===== config.mk =====
export PLATFORM = sky130hd
export DESIGN_NAME = button_debouncer
export DESIGN_NICKNAME = d
export VERILOG_FILES = /design/src/rtl/button_debouncer.sv
export SDC_FILE = /design/constraint.sdc
export NUM_CORES = 1
export LEC_CHECK = 0
export CORE_MARGIN = 5
export CORE_UTILIZATION = 55
export CTS_CLUSTER_SIZE = 14
export DETAILED_ROUTE_END_ITERATION = 12
export PLACE_DENSITY_LB_ADDON = 0.12
export SETUP_SLACK_MARGIN = 0.4
export SYNTH_ARGS = -nofsm -noshare
export SYNTH_HDL_FRONTEND = slang
export SYNTH_SLANG_ARGS = --single-unit

===== constraint.sdc =====
create_clock -name clk_200mhz -period 2.3 [get_ports clk_200mhz]
set_input_delay 0.575 -clock clk_200mhz [delete_from_list [all_inputs] [get_ports clk_200mhz]]
set_output_delay 0.575 -clock clk_200mhz [all_outputs]
set_load 0.1 [all_outputs]

===== src/rtl/button_debouncer.sv =====
// button_debouncer: synchronises and debounces a pushbutton, emitting press/release/long-press strobes and a press count.
module button_debouncer #(
  parameter int DEBOUNCE_CYCLES   = 2000000,
  parameter int LONG_PRESS_CYCLES = 200000000,
  parameter bit BTN_ACTIVE_LOW    = 1'b1
) (
  input  logic       clk_200mhz,
  input  logic       rst_n,
  input  logic       button,
  output logic       btn_level,
  output logic       press_pulse,
  output logic       release_pulse,
  output logic       long_pulse,
  output logic [7:0] press_count
);
  localparam int DW = $clog2(DEBOUNCE_CYCLES);
  localparam int HW = $clog2(LONG_PRESS_CYCLES);
  localparam logic [DW-1:0] D_MAX = DW'(DEBOUNCE_CYCLES - 1);
  localparam logic [HW-1:0] H_MAX = HW'(LONG_PRESS_CYCLES - 1);
  typedef enum logic [1:0] {IDLE, PRESS_WAIT, HELD, RELEASE_WAIT} state_t;
  state_t state_q, state_d;
  logic sync1_q, sync2_q, fired_q, fired_d, level_q, level_d;
  logic press_q, press_d, rel_q, rel_d, long_q, long_d;
  logic [DW-1:0] dcnt_q, dcnt_d;
  logic [HW-1:0] hcnt_q, hcnt_d;
  logic [7:0] count_q, count_d;
  logic pressed;
  assign pressed = BTN_ACTIVE_LOW ? ~button : button;
  always_comb begin
    state_d = state_q;
    dcnt_d  = dcnt_q;
    hcnt_d  = hcnt_q;
    fired_d = fired_q;
    level_d = level_q;
    count_d = count_q;
    press_d = 1'b0;
    rel_d   = 1'b0;
    long_d  = 1'b0;
    case (state_q)
      IDLE: if (sync2_q) begin
        state_d = PRESS_WAIT;
        dcnt_d  = '0;
      end
      PRESS_WAIT: if (!sync2_q) state_d = IDLE;
        else if (dcnt_q == D_MAX) begin
          state_d = HELD;
          press_d = 1'b1;
          level_d = 1'b1;
          hcnt_d  = '0;
          fired_d = 1'b0;
          count_d = count_q + 8'd1;
        end else dcnt_d = dcnt_q + DW'(1);
      HELD: if (!sync2_q) begin
        state_d = RELEASE_WAIT;
        dcnt_d  = '0;
      end else begin
        hcnt_d = (hcnt_q == H_MAX) ? hcnt_q : hcnt_q + HW'(1);
        long_d = (hcnt_q == H_MAX) && !fired_q;
        fired_d = fired_q | long_d;
      end
      RELEASE_WAIT: if (sync2_q) state_d = HELD;
        else if (dcnt_q == D_MAX) begin
          state_d = IDLE;
          rel_d   = 1'b1;
          level_d = 1'b0;
        end else dcnt_d = dcnt_q + DW'(1);
      default: state_d = IDLE;
    endcase
  end
  always_ff @(posedge clk_200mhz or negedge rst_n) begin
    if (!rst_n) begin
      state_q <= IDLE;
      sync1_q <= 1'b0;
      sync2_q <= 1'b0;
      dcnt_q  <= '0;
      hcnt_q  <= '0;
      fired_q <= 1'b0;
      level_q <= 1'b0;
      press_q <= 1'b0;
      rel_q   <= 1'b0;
      long_q  <= 1'b0;
      count_q <= '0;
    end else begin
      state_q <= state_d;
      sync1_q <= pressed;
      sync2_q <= sync1_q;
      dcnt_q  <= dcnt_d;
      hcnt_q  <= hcnt_d;
      fired_q <= fired_d;
      level_q <= level_d;
      press_q <= press_d;
      rel_q   <= rel_d;
      long_q  <= long_d;
      count_q <= count_d;
    end
  end
  assign btn_level     = level_q;
  assign press_pulse   = press_q;
  assign release_pulse = rel_q;
  assign long_pulse    = long_q;
  assign press_count   = count_q;
endmodule


# Yosys cells after proc, flatten, opt, wreduce, memory -nomap -nowiden
# Cells that the tools add are included.
# totals
regBits,66
input_bits,3
# classes
add_sub_neg,3
eq_ne,15
mux,33
bitwise_logic,2
n_reduce_logical,11
# ops
op,n
$mux W28,4
$mux W21,5
$pmux W21 S4,1
$pmux W28 S2,1
$add A28 B1 Y28 const B,1
$eq A28 B28 Y1 const B,1
$add A21 B1 Y21 const B,1
$eq A21 B21 Y1 const B,1
$ne A2 B2 Y1 const B,8
$mux W1,13
$mux W2,6
$reduce_and A4 Y1,3
$reduce_and A5 Y1,2
$add A8 B1 Y8 const B,1
$pmux W2 S4,1
$ne A3 B3 Y1 const B,2
$eq A2 B2 Y1 const B,2
$pmux W1 S2,2
$reduce_bool A2 Y1,2
$reduce_and A3 Y1,1
$eq A2 B1 Y1 const B,1
$logic_not A2 Y1,1
$logic_and A1 B1 Y1,1
$logic_not A1 Y1,1
other kinds (2),2

# Logic depth before layout (Yosys ltp)
# Gate-level depths: netlist (run 1).
# logic_depth
word_depth,5
ltp_mapped,8
depth_no_buf,6

# Least setup slack after synthesis (run 1)
# Ideal clock, no wire load.
# synth_path
kind,flip-flop to flip-flop
start,reg dcnt_q[16]
end,reg hcnt_q[17]
setup_ns,0.126
arrival_ns,2.153
required_ns,2.174
slack_ns,0.021
stages_incl_launch_ff,6
n_path_buf,0
synth_period_minus_slack_ns,2.279
path_cell_list,dfrtp_1 or4_1 or4_4 nor3_4 nor2_2 a221o_1
# synth_between
elab_chain_len,3
# synth_lines
item,line_no,text
start: declaration,24,"logic [DW-1:0] dcnt_q, dcnt_d;"
start signal: assignment,87,dcnt_q <= dcnt_d;
$eq A21 B21 Y1,45,else if (dcnt_q == D_MAX) begin
$ne A2 B2 Y1 (no source line),--,
$reduce_and A5 Y1 (no source line),--,
end signal: assignment,88,hcnt_q <= hcnt_d;
end: declaration,25,"logic [HW-1:0] hcnt_q, hcnt_d;"
# No other way between the ends.
# A chain may end at the register's enable or synchronous reset.

# Worst setup path after layout (run 1)
# layout_path
start,reg dcnt_q[13]
end,reg hcnt_q[4]
# Same word-level chain as after synthesis.

==> results.toml, run 1 <==
[setup_path]
worst-r2r-cell-count = 9
worstPathMaxFanout = 5
worst_path_max_delay_cell = "or4b_4"
end_kind = "flop"
startpoint_type = "flop"
required_ps = 2520
crit_top_cell = "buf_4"
slowest_delay_ps = 550
critPathArrivalTime_ps = 2530
crit_chain = "buf_4, or4b_4, nor4_4, nand3b_1, nand2_2, buf_6, buf_4, buf_12, a31oi_1"
crit_type = "flop to flop"

[die]
start_util = 0.567
coreArea_um2 = 6390
chipWidth_um = 91.1
die_y_um = 91.1
row_count = 29
io_pins = 15
dieArea_um2 = 8300

[power_and_ir_drop]
power_leakage_nw = 2.30
peakVddDrop_v = 0.000361
powerDensity_nw_per_um2 = 452
p_clk_frac = 0.420
power.internal_mw = 1.79
sw_frac_of_total = 0.242
power_mw = 2.36
pwr-share-comb = 0.066
p_seq_frac = 0.514
power_switching_uw = 571

[timing]
fin_crit_sh = 1.01
fin_worst_skew_ps = 12.6
drv_slew = 0
max_slew_margin = 0.526
worstMarginPinSlew_ps = 705
min_period_ps = 2320
hold_ws_ps = 230
timing.final.ws_setup_ps = -16.5
setup_viol = 6
finalHoldViolations = 0
rsz0062_at_grt = "yes"
finalSetupTns_ps = -73.0
fmax_ghz = 0.432

[clock_network]
cts_hold_buf = 0
clockBufferDepth = 2
path_clk_slew_ps = 70
cts_num_sinks = 66
cts_max_level = 3
clock_latency_ps = 350
cts_tree = "done"
clockRootBuffer = "clkbuf_8"
cts_buffers = 9

[cells_and_area]
diodes = 0
drive_above_1_share = 0.380
finalNonFillerCells = 574
area_delta_synth_final_pct = 44.0
fin_util = 0.816
multi_input_area_um2 = 2280
seq_area_um2 = 1660
nFillCells = 335
final_nets = 498

[synthesis]
synth_cell_types = 54
seq_area_frac_synth = 0.456
syn-num-nets = 414
netlist_area_um2 = 3620
synth_top_area_frac = 0.456
synth_seq_cells = 66
yosysTopAreaCell = "dfrtp_1"
async_flop_share = 1.00
synth_commonest_cells = "66 x dfrtp_1, 65 x nand2_1, 29 x nand3_1"
avgSynthCellArea_um2 = 8.87
syn_inst = 408
yosysMostFrequentCell = "dfrtp_1"
synth-main-ff-cell = "dfrtp_1"
yosysWarnings = 0
synth-edff-count = 0
synth.area.top_cells = "dfrtp_1 46%, nand2_1 6.7%, nand3_1 4.0%"

[grt]
antenna_found_initial = 0
grt_usage = 0.274
grt_pass1_wl_mm = 18.3
overflow = 0
grt_pass1_vias = 3655
grt_max_degree = 67

[drt]
via_per_inst = 7.00
dr.pass1.iters = 5
drtAntennaViolNets = 0
drtIter0Drc = 624
wl_per_cell_um = 22.7
routed_wl_mm = 13.0
drc = 0
via_count = 4020

[worst_hold_path]
hp-class = "input pin to asynchronous set/reset pin"

[placement]
numPortBuffers = 14
dp.cells = 514
gp_congestion = 0.885
hpwl_mm = 6.08

[outcome]
violations = "setup timing"
status = "finished with violations"

[job]
drv_cap = 0
[cell type report]
cell class | instances | area share
Multi-Input combinational cell | 314 | 0.438
Clock buffer | 15 | 0.0377
Inverter | 10 | 0.00816
Sequential cell | 66 | 0.318
Clock inverter | 1 | 0.000960
Tap cell | 77 | 0.0185
Timing Repair Buffer | 91 | 0.179
[logic make-up (layout without fill, tap and decap cells)]
family,after synthesis,after routing,synth area share
AO/OA/AOI/OAI,98,98,0.177
XOR/XNOR,7,7,0.0169
adder cells (fa/ha/maj),3,3,0.0104
buffers and inverters,28,117,0.0308
flip-flops,66,66,0.456
multiplexers,4,4,0.0111
AND/OR/NAND/NOR,202,202,0.297
[layout by cell type, fill, tap and decap left out, types with 4 or more instances in the layout]
cell type and instances:
o21ai_2 7, nand4_1 14, o211ai_1 5, or4_1 4, o21a_1 5, nor2_1 19
nand3b_1 5, and3_1 5, buf_4 62, o21ai_1 4, xnor2_1 5, buf_6 14
dfrtp_1 61, nand2_2 8, nand3_2 8, and2_1 5, or4_4 6, buf_12 7
nand2_1 46, clkbuf_8 14, nand3_1 20, mux2i_1 4, buf_16 5, inv_1 9
a21oi_1 19, o21ai_0 10, nor4_1 10, nand2_4 12, a31oi_1 17, nor3_1 10
o221ai_2 4, dfrtp_2 5
[critical path: cells and delay by family (launching register included)]
family,cells,cell delay (ps)
AOI/OAI and AO/OA,1,80
DFF,1,430
and+or+nand+nor,4,1170
buffers and inverters,4,510
[stage by stage]
step	instance area [um^2]	worst slack (ps)
3_3_place_gp	4080	118
4_1_cts	4900	82.0
2_1_floorplan	3710	73.1
6_report	5210	-16.5
3_5_place_dp	4080	47.3
5_1_grt	5210	-77.4
[power by group through the flow]
stage | logic [mW] | clock network (mW) | registers [mW]
3_5_place_dp | 0.0921 | 0 | 1.23
5_1_grt | 0.167 | 1.05 | 1.21
6_report | 0.156 | 0.989 | 1.21
4_1_cts | 0.135 | 0.986 | 1.21
2_1_floorplan | 0.0462 | 0 | 1.22
3_3_place_gp | 0.0884 | 0 | 1.23
[routing by layer]
layer / GRT usage / routed length (um) / vias to the layer above
li1: - / - / 1710
met1: 0.374 / 4940 / 1893
met2: 0.418 / 5980 / 330
met3: 0.0545 / 1400 / 87
met4: 0.136 / 685 / 0
met5: 0 / 0 / -
[worst paths after layout]
kind,startpoint,endpoint,slack [ps]
worst max register to register,dcnt_q[13],hcnt_q[4],-20
worst max-delay path,dcnt_q[13],hcnt_q[4],-20
min in group clk_200mhz,sync1_q,sync2_q,350
worst min register to register,sync1_q,sync2_q,350
max in group asynchronous,rst_n,hcnt_q[11],1750
worst min-delay path,rst_n,dcnt_q[3],230
[repair_timing]
item	CTS	global route
endpoints found under the setup margin	60	63
buffers inserted	30	9
cloned	5	0
pin swaps	17	23
resized for setup	65	56
[sequential cells by signal (all words and copies together) (netlist names), named ones only]
signal	count
sync1_q	1
fired_q	1
btn_level	1
state_q	1
hcnt_q	28
press_pulse	1
press_count	8
long_pulse	1
release_pulse	1
dcnt_q	21
sync2_q	1
(Power assumes the default switching activity.)
==> run 2: changes to the inputs <==
- GPL_ROUTABILITY_DRIVEN: not set -> 0
- HOLD_SLACK_MARGIN: not set -> 0.03
==> results.toml, run 2 (synthesis gave the netlist of run 1 again) <==
[die]
dieArea_um2 = 8300
row_count = 29
coreArea_um2 = 6390
die_y_um = 91.1
chipWidth_um = 91.1
io_pins = 15
start_util = 0.567

[power_and_ir_drop]
peakVddDrop_v = 0.000385
power_leakage_nw = 2.16
sw_frac_of_total = 0.236
p_seq_frac = 0.516
pwr-share-comb = 0.056
p_clk_frac = 0.428
power.internal_mw = 1.79
powerDensity_nw_per_um2 = 475
power_switching_uw = 552

[clock_network]
cts_tree = "done"
cts_max_level = 3
cts_hold_buf = 0
cts_buffers = 9
cts_num_sinks = 66
clock_latency_ps = 340
clockBufferDepth = 2
path_clk_slew_ps = 70
clockRootBuffer = "clkbuf_8"

[placement]
hpwl_mm = 6.34
place_ws_ps = -7.45
numPortBuffers = 14

[grt]
overflow = 0
met3_usage = 0.0496
grt_pass1_vias = 3180
top_usage_layer = "met2"
grt_pass1_wl_mm = 15.8
grt_usage = 0.235
antenna_found_initial = 0
grt_max_degree = 24
use_met1 = 0.341
grt_util_met2 = 0.349

[setup_path]
slowest_delay_ps = 520
ff2ff_setup_slack_ps = 40
end_kind = "flop"
worstPathMaxFanout = 4
worst_path_max_delay_cell = "or4_1"
critPathArrivalTime_ps = 2490
required_ps = 2530
startpoint_type = "flop"
crit_type = "flop to flop"
crit_chain = "or4_1, or4_4, nor3_4, buf_6, nor2_4, a221o_1"

[job]
drv_cap = 0

[cells_and_area]
diodes = 0
multi_input_area_um2 = 2210
layout_commonest_cell = "buf_4"
area_delta_synth_final_pct = 36.2
largest_register_ffs = 28
top_register = "hcnt_q"
seq_area_um2 = 1660
final_nets = 486
nFillCells = 422
drive_above_1_share = 0.328
final_cell_mix = "63 x buf_4, 61 x dfrtp_1, 49 x nand2_1, 26 x nand3_1, 20 x a21oi_1"

[worst_hold_path]
hp-class = "input pin to asynchronous set/reset pin"

[timing]
timing.final.ws_setup_ps = 37.0
worstMarginPinSlew_ps = 509
fmax_ghz = 0.442
max_slew_margin = 0.658
fin_crit_sh = 0.984
hold_ws_ps = 89.8
setup_viol = 0
drv_slew = 0
finalHoldViolations = 0
rsz0062_at_grt = "yes"
finalSetupTns_ps = 0
fin_worst_skew_ps = 9.11
min_period_ps = 2260

[drt]
drtAntennaViolNets = 0
routed_wl_mm = 10.6
drtIter0Drc = 368
dr.pass1.iters = 5
drc = 0
wl_per_cell_um = 18.8
via_per_inst = 6.61
via_count = 3714

[outcome]
status = "complete, no violations"
==> run 2: cell count changes in the layout (fill, tap and decap cells not counted), moves of 3 or more <==
cell,before,now
clkbuf_8,14,11
nand2_4,12,9
buf_16,5,2
nand3_1,20,26
nand2_1,46,49
nand3_2,8,2
o21ai_2,7,4
buf_6,14,8
buf_12,7,3
==> run 2: cell type report <==
cell class                      instances  area share
Multi-Input combinational cell        314       0.449
Sequential cell                        66       0.336
Timing Repair Buffer                   79       0.146
Clock buffer                           14      0.0330
Tap cell                               77      0.0196
Inverter                               10     0.00863
Clock inverter                          2     0.00711
==> run 2: critical path: cells and delay by family (launching register included) <==
| kind | cells | cell delay, ps |
|---|---|---|
| AO/OA/AOI/OAI | 1 | 330 |
| buffers and inverters | 1 | 140 |
| flip-flops | 1 | 410 |
| AND/OR/NAND/NOR | 4 | 1280 |
==> run 2: timing repair <==
action,CTS,global route
buffers inserted,11,15
endpoints found under the setup margin,60,62
gates resized for setup,14,77
cloned,2,1
pin swaps,4,28
==> run 2: power by group through the flow <==
stage / combinational [mW] / sequential [mW] / clock, mW
floorplan: 0.0462 / 1.22 / 0
global placement: 0.0885 / 1.23 / 0
detailed placement: 0.0913 / 1.23 / 0
CTS: 0.105 / 1.20 / 1.01
global route: 0.144 / 1.21 / 1.07
finish: 0.132 / 1.21 / 1.00
==> run 2: worst paths after layout <==
kind | startpoint | end | depth (start not counted)
max in group asynchronous | rst_n | dcnt_q[1] | 2
hold reg to reg | sync1_q | sync2_q | 0
min in group clk_200mhz | sync1_q | sync2_q | 0
setup / recovery | dcnt_q[13] | hcnt_q[17] | 6
hold / removal | rst_n | press_count[4] | 1
setup reg to reg | dcnt_q[13] | hcnt_q[17] | 6
==> run 2: layer usage <==
| metal | routed length (um) | part of all wire | vias up |
|---|---|---|---|
| met5 | 0 | 0 | - |
| met4 | 252 | 0.024 | 0 |
| met3 | 888 | 0.084 | 31 |
| met2 | 4880 | 0.46 | 211 |
| met1 | 4550 | 0.43 | 1789 |
| li1 | - | - | 1683 |
==> run 2: through the flow <==
step	total power [mW]	instance area, um^2	utilization	std cells
finish	2.34	4930	0.772	562
global route	2.43	4930	0.772	562
CTS	2.32	4500	0.704	546
detailed placement	1.32	4090	0.640	517
global placement	1.31	4090	0.640	517
floorplan	1.27	3710	-	408
